--- config.mk ---
export PLATFORM = sky130hd
export DESIGN_NAME = rat_flag_unit
export DESIGN_NICKNAME = d
export VERILOG_FILES = /design/src/rtl/rat_pkg.sv /design/src/rtl/int_sync_edge.sv /design/src/rtl/rat_flag_unit.sv
export SDC_FILE = /design/constraint.sdc
export NUM_CORES = 1
export LEC_CHECK = 0
export ABC_AREA = 1
export BUFFER_PORTS_ARGS = -buffer_cell sky130_fd_sc_hd__clkbuf_2
export CAP_MARGIN = 20
export CORE_AREA = 10 10 47 49
export DETAILED_ROUTE_END_ITERATION = 10
export DIE_AREA = 0 0 57 59
export GPL_ROUTABILITY_DRIVEN = 0
export GPL_TIMING_DRIVEN = 0
export PLACE_DENSITY = 0.56
export SYNTH_ARGS = -nofsm -noshare
export SYNTH_HDL_FRONTEND = slang
export SYNTH_SLANG_ARGS = --single-unit
export TNS_END_PERCENT = 20
--- constraint.sdc ---
create_clock -name CLK -period 1.5 [get_ports CLK]
set_input_delay 0.3 -clock CLK [delete_from_list [all_inputs] [get_ports CLK]]
set_output_delay 0.3 -clock CLK [all_outputs]
set_load 0.01 [all_outputs]
--- src/rtl/rat_pkg.sv ---
// Shared types for the RAT flag stage: flag pair struct and load-source encodings.
package rat_pkg;

  typedef struct packed {
    logic c;
    logic z;
  } flags_t;

  localparam logic LD_SRC_ALU  = 1'b0;
  localparam logic LD_SRC_SHAD = 1'b1;

endpackage

--- src/rtl/int_sync_edge.sv ---
// Synchronizes an asynchronous line through SYNC_STAGES flops (legal 2..4)
// and emits a one-cycle pulse on each synchronized rising edge.
module int_sync_edge #(
  parameter int SYNC_STAGES = 2
) (
  input  logic clk,
  input  logic rst,
  input  logic din,
  output logic rise
);

  logic [SYNC_STAGES-1:0] sync_pipe;
  logic                   hist;

  always_ff @(posedge clk) begin
    if (rst) begin
      sync_pipe <= '0;
      hist      <= 1'b0;
    end else begin
      sync_pipe <= {sync_pipe[SYNC_STAGES-2:0], din};
      hist      <= sync_pipe[SYNC_STAGES-1];
    end
  end

  assign rise = sync_pipe[SYNC_STAGES-1] & ~hist;

endmodule

--- src/rtl/rat_flag_unit.sv ---
// RAT flag register stage: C/Z flags with shadow save/restore, interrupt enable,
// and the synchronized, edge-detected interrupt pending latch.
module rat_flag_unit
  import rat_pkg::*;
#(
  parameter int SYNC_STAGES = 2
) (
  input  logic CLK,
  input  logic RST,
  input  logic C_IN,
  input  logic Z_IN,
  input  logic FLG_C_LD,
  input  logic FLG_Z_LD,
  input  logic FLG_C_SET,
  input  logic FLG_C_CLR,
  input  logic FLG_LD_SEL,
  input  logic FLG_SHAD_LD,
  input  logic I_SET,
  input  logic I_CLR,
  input  logic INT_IN,
  input  logic INT_ACK,
  output logic C_FLAG,
  output logic Z_FLAG,
  output logic I_FLAG,
  output logic INT_PEND,
  output logic INT_REQ
);

  flags_t flg, shad, src;
  logic   i_flg, pend, rise;

  always_comb begin
    src = shad;
    if (FLG_LD_SEL == LD_SRC_ALU) begin
      src.c = C_IN;
      src.z = Z_IN;
    end
  end

  // Shadow captures pre-edge flags, so a save+restore in one edge swaps them.
  always_ff @(posedge CLK) begin
    if (RST) begin
      flg  <= '0;
      shad <= '0;
    end else begin
      if (FLG_C_CLR)      flg.c <= 1'b0;
      else if (FLG_C_SET) flg.c <= 1'b1;
      else if (FLG_C_LD)  flg.c <= src.c;
      if (FLG_Z_LD)       flg.z <= src.z;
      if (FLG_SHAD_LD)    shad  <= flg;
    end
  end

  always_ff @(posedge CLK) begin
    if (RST)        i_flg <= 1'b0;
    else if (I_CLR) i_flg <= 1'b0;
    else if (I_SET) i_flg <= 1'b1;
  end

  int_sync_edge #(.SYNC_STAGES(SYNC_STAGES)) u_sync (
    .clk  (CLK),
    .rst  (RST),
    .din  (INT_IN),
    .rise (rise)
  );

  // A fresh edge beats a same-cycle acknowledge so no event is lost.
  always_ff @(posedge CLK) begin
    if (RST)          pend <= 1'b0;
    else if (rise)    pend <= 1'b1;
    else if (INT_ACK) pend <= 1'b0;
  end

  assign C_FLAG   = flg.c;
  assign Z_FLAG   = flg.z;
  assign I_FLAG   = i_flg;
  assign INT_PEND = pend;
  assign INT_REQ  = i_flg & pend;

endmodule

Yosys cells after proc, flatten, opt, wreduce, memory -nomap -nowiden
Cells that the tools add are included.
{ "op_classes": {"muxes": 5, "n_bitwise": 3, "n_reduce_logical": 4} }
{ "ops": {"columns": ["cell", "n"], "rows": [
  ["1-bit 2-to-1 mux", 4],
  ["2-bit nonzero test", 2],
  ["2-bit OR reduction", 2],
  ["1-bit bitwise AND", 2],
  ["2-bit 2-to-1 mux", 1],
  ["1-bit NOT", 1]
]} }
{ "totals": {"regBits": 9, "output_inout_bits": 5, "elab_cells": 20} }

Logic depth before layout (Yosys ltp)
{ "depth": {"depth_word": 3, "mapped_depth": 5, "ltp_nobuf": 5} }

Hierarchy
A second synthesis with hierarchy kept.
{ "hier_totals": {"hier_cells": 47, "hier_area_um2": 336.6} }
{ "modules_own_cells": {"columns": ["mod", "n_inst", "cells_per_inst", "area_per_inst_um2", "seq_area_each_um2"], "rows": [
  ["rat_flag_unit", 1, 37, 250.2, 120.1],
  ["int_sync_edge", 1, 10, 86.3, 60.1]
]} }

Worst setup path after synthesis
OpenSTA, ideal clock, no wires.
{ "synth_timing": {"path_kind": "reg2out", "from": "register i_flg, in the netlist I_FLAG", "to": "output INT_REQ", "arrival_time_ps": 519, "path_slack_ps": 681, "path_stages_with_launch": 3, "path_cell_list": "dfxtp_1 -> nand2_1 -> inv_1"} }
{ "synth_via": {"elab_chain_cells": 1} }
{ "synth_lines": {"columns": ["item", "line", "source"], "rows": [
  ["start, declared", "rat_flag_unit.sv:30", "logic i_flg, pend, rise;"],
  ["start signal, assigned", "rat_flag_unit.sv:55", "if (RST) i_flg <= 1'b0;"],
  ["start signal, assigned", "rat_flag_unit.sv:56", "else if (I_CLR) i_flg <= 1'b0;"],
  ["start signal, assigned", "rat_flag_unit.sv:57", "else if (I_SET) i_flg <= 1'b1;"],
  ["1-bit bitwise AND", "rat_flag_unit.sv:78", "assign INT_REQ = i_flg & pend;"],
  ["end, declared", "rat_flag_unit.sv:26", "output logic INT_REQ"]
]} }
Every way passes these cells.

Worst setup path after layout
Same ends and word-level chain as after synthesis.

==> impl_metrics.yaml <==
run_status:
  outcome: "finished clean"
finish:
  seqCellArea_um2: 180.2
  final_common_cell: "clkbuf_2"
  utilization_pct: 34.46
  multi_input_area_um2: 115.1
  nets: 83
  layout_common_cells: "17 x clkbuf_2, 12 x inv_1, 9 x dfxtp_1, 9 x nor2_1, 7 x nand2_1"
  drive_above_1_share_pct: 32.35
  antenna_cells: 0
  fillers: 164
  design_area_um2: 483.0
  area_delta_synth_final_pct: 37.37
power_and_ir_drop:
  power.total_uw: 492.2
  pwr_density_cell_nw_per_um2: 1019
  internal_power_uw: 381.0
  switching_power_uw: 111.2
  p_comb_share_pct: 11.1
  peakVddDrop_mv: 0.5722
  p_leak_uw: 0.0002612
  clkPwrFrac_pct: 36.8
  p_sw_share_pct: 22.59
  seqPwrFrac_pct: 52.1
place:
  dpl_cell_area_um2: 456.7
  dp_hpwl_um: 626.3
  portBuffers: 17
logic_synthesis:
  avgSynthCellArea_um2: 7.481
  syn-cell-area_um2: 351.6
  synth_top_area_cell: "dfxtp_1"
  synthDistinctLibCells: 12
  ys_warn_count: 0
  synth_fp_nets: 61
  netlist_instances: 47
  synth_seq_area_share_pct: 51.25
  yosys.area.top_type_share_pct: 51.25
  synth-seq-cells: 9
  synth.area.top_cells: "dfxtp_1 51%, inv_1 13%, nor2_1 9.6%, nand2_1 7.5%, buf_6 3.2%"
worst_setup_path:
  crit_chain: "nand2_1 > inv_1 > clkbuf_2"
  rrSetupSlack_ns: 0.82
  max_stage_delay_ns: 0.34
  slowest_stage: "dfxtp_1"
  critPathLaunchType: "flip-flop"
  r2r-end: "C_FLAG"
  worstSetupEndpointType: "primary output"
  cp_max_fo: 3
  crit_type: "reg2out"
  r2r-start: "C_FLAG"
  r2r_cells: 2
  required_ns: 1.20
  crit_arrival_ns: 0.82
drt:
  first_pass_iters: 2
  routed-via-count: 332
  ant_nets: 0
  wl_met3_um: 65
  drt-total-wl_um: 734
  drt_iter0_drc: 1
  viasPerCell: 3.952
  wl_per_cell_um: 8.738
  drt-met1-wl_um: 299
  wl_met2_um: 356
  route.detailed.drc: 0
  highest_layer: "met4"
die:
  core-area_um2: 1401
  start_util_pct: 25.09
  die_area_um2: 3363
  die_y_um: 59
  rows: 14
  die_width_um: 57
  ios: 19
clock_network:
  cts_setup_buffers: 0
  cts_resized: 0
  path_clk_slew_ns: 0.06
  tritoncts: "yes"
  htree_levels: 1
  cts_root_buf: "clkbuf_4"
  cts_num_sinks: 9
  cts_buffers: 3
  clock_path_buffers: 2
  cts_hold_buf: 0
  clk_latency_ns: 0.25
grt:
  grt_pass1_vias: 316
  grt_pass1_wl_mm: 1.324
  grt_overflow: 0
  antenna_found_initial: 0
  grt_max_degree: 10
  grt_use_total_pct: 4.885
timing:
  setup_viol: 0
  worst-slew-pin-transition_ns: 0.1683
  finalMaxSlewViolations: 0
  hold_violations: 0
  tns_ns: 0
  min_period_ns: 1.121
  max_slew_margin_pct: 88.68
  timing.final.crit_share_pct: 74.73
  hold_ws_ns: 0.2014
  max_clock_freq_mhz: 892.1
  rsz0062_at_grt: "no"
  fin_skew_ns: 0.0002020
worst_hold_path:
  hold_depth: 2
  hp-class: "in2reg"
  hold_end: "I_FLAG"
  hp-start: "I_CLR"
job:
  cap_violations: 0
## cell type report
class | instances | area share (%)
sequential | 9 | 37.31
multi-input combinational | 25 | 23.83
timing repair buffer | 17 | 17.62
inverter | 12 | 9.326
clock buffer | 4 | 5.440
tap | 16 | 4.145
buffer | 1 | 2.332
## stage by stage
| step | worst slack, ns | instances |
|---|---|---|
| 2_1_floorplan | 0.6807 | 47 |
| 3_3_place_gp | 0.6577 | 80 |
| 3_5_place_dp | 0.6436 | 80 |
| 4_1_cts | 0.3678 | 84 |
| 5_1_grt | 0.2962 | 84 |
| 6_report | 0.3790 | 84 |
## state kept, by name, indices dropped and copies added, names as in the netlist
register / count
shad: 2
I_FLAG: 1
u_sync.hist: 1
C_FLAG: 1
INT_PEND: 1
Z_FLAG: 1
u_sync.sync_pipe: 2
## power groups by stage
| stage | Clock, uW | Combinational, uW | Sequential [uW] |
|---|---|---|---|
| 5_1_grt | 202 | 63.0 | 258 |
| 4_1_cts | 185 | 56.2 | 257 |
| 6_report | 181 | 54.6 | 256 |
| 2_1_floorplan | 0 | 26.3 | 264 |
| 3_5_place_dp | 0 | 56.0 | 262 |
| 3_3_place_gp | 0 | 55.3 | 262 |
## cells by family after synthesis
family                 share of synthesized area, %
DFF                                           51.24
and+or+nand+nor                               23.13
AOI/OAI and AO/OA                             9.611
buffers and inverters                         16.01
## metal layers
layer / vias up / GRT usage (%)
li1: 181 / -
met1: 139 / 4.756
met2: 10 / 7.597
met3: 2 / 2.575
met4: 0 / 4.027
met5: - / 0
## cell usage after synthesis
| master | count |
|---|---|
| a211oi_1 | 1 |
| a21oi_1 | 2 |
| a21oi_2 | 1 |
| buf_6 | 1 |
| dfxtp_1 | 9 |
| inv_1 | 12 |
| nand2_1 | 7 |
| nand3_1 | 2 |
| nor2_1 | 9 |
| nor3_1 | 1 |
| o31ai_1 | 1 |
| or2_1 | 1 |
## how the worst max path moves through the flow
stage | depth (start not counted) | from | slack (ns) | end
CTS | 3 | INT_PEND | 0.37 | INT_REQ
floorplan | 2 | I_FLAG | 0.68 | INT_REQ
finish | 3 | I_FLAG | 0.38 | INT_REQ
global route | 3 | INT_PEND | 0.30 | INT_REQ
global placement | 3 | INT_PEND | 0.66 | INT_REQ
detailed placement | 3 | INT_PEND | 0.64 | INT_REQ
## critical path, delay by kind of cell (launching register included)
| kind | cells | cell delay, ns |
|---|---|---|
| buffers and inverters | 2 | 0.17 |
| flip-flops | 1 | 0.34 |
| AND/OR/NAND/NOR | 1 | 0.06 |
Note: power is estimated with default switching activity, not from simulation.
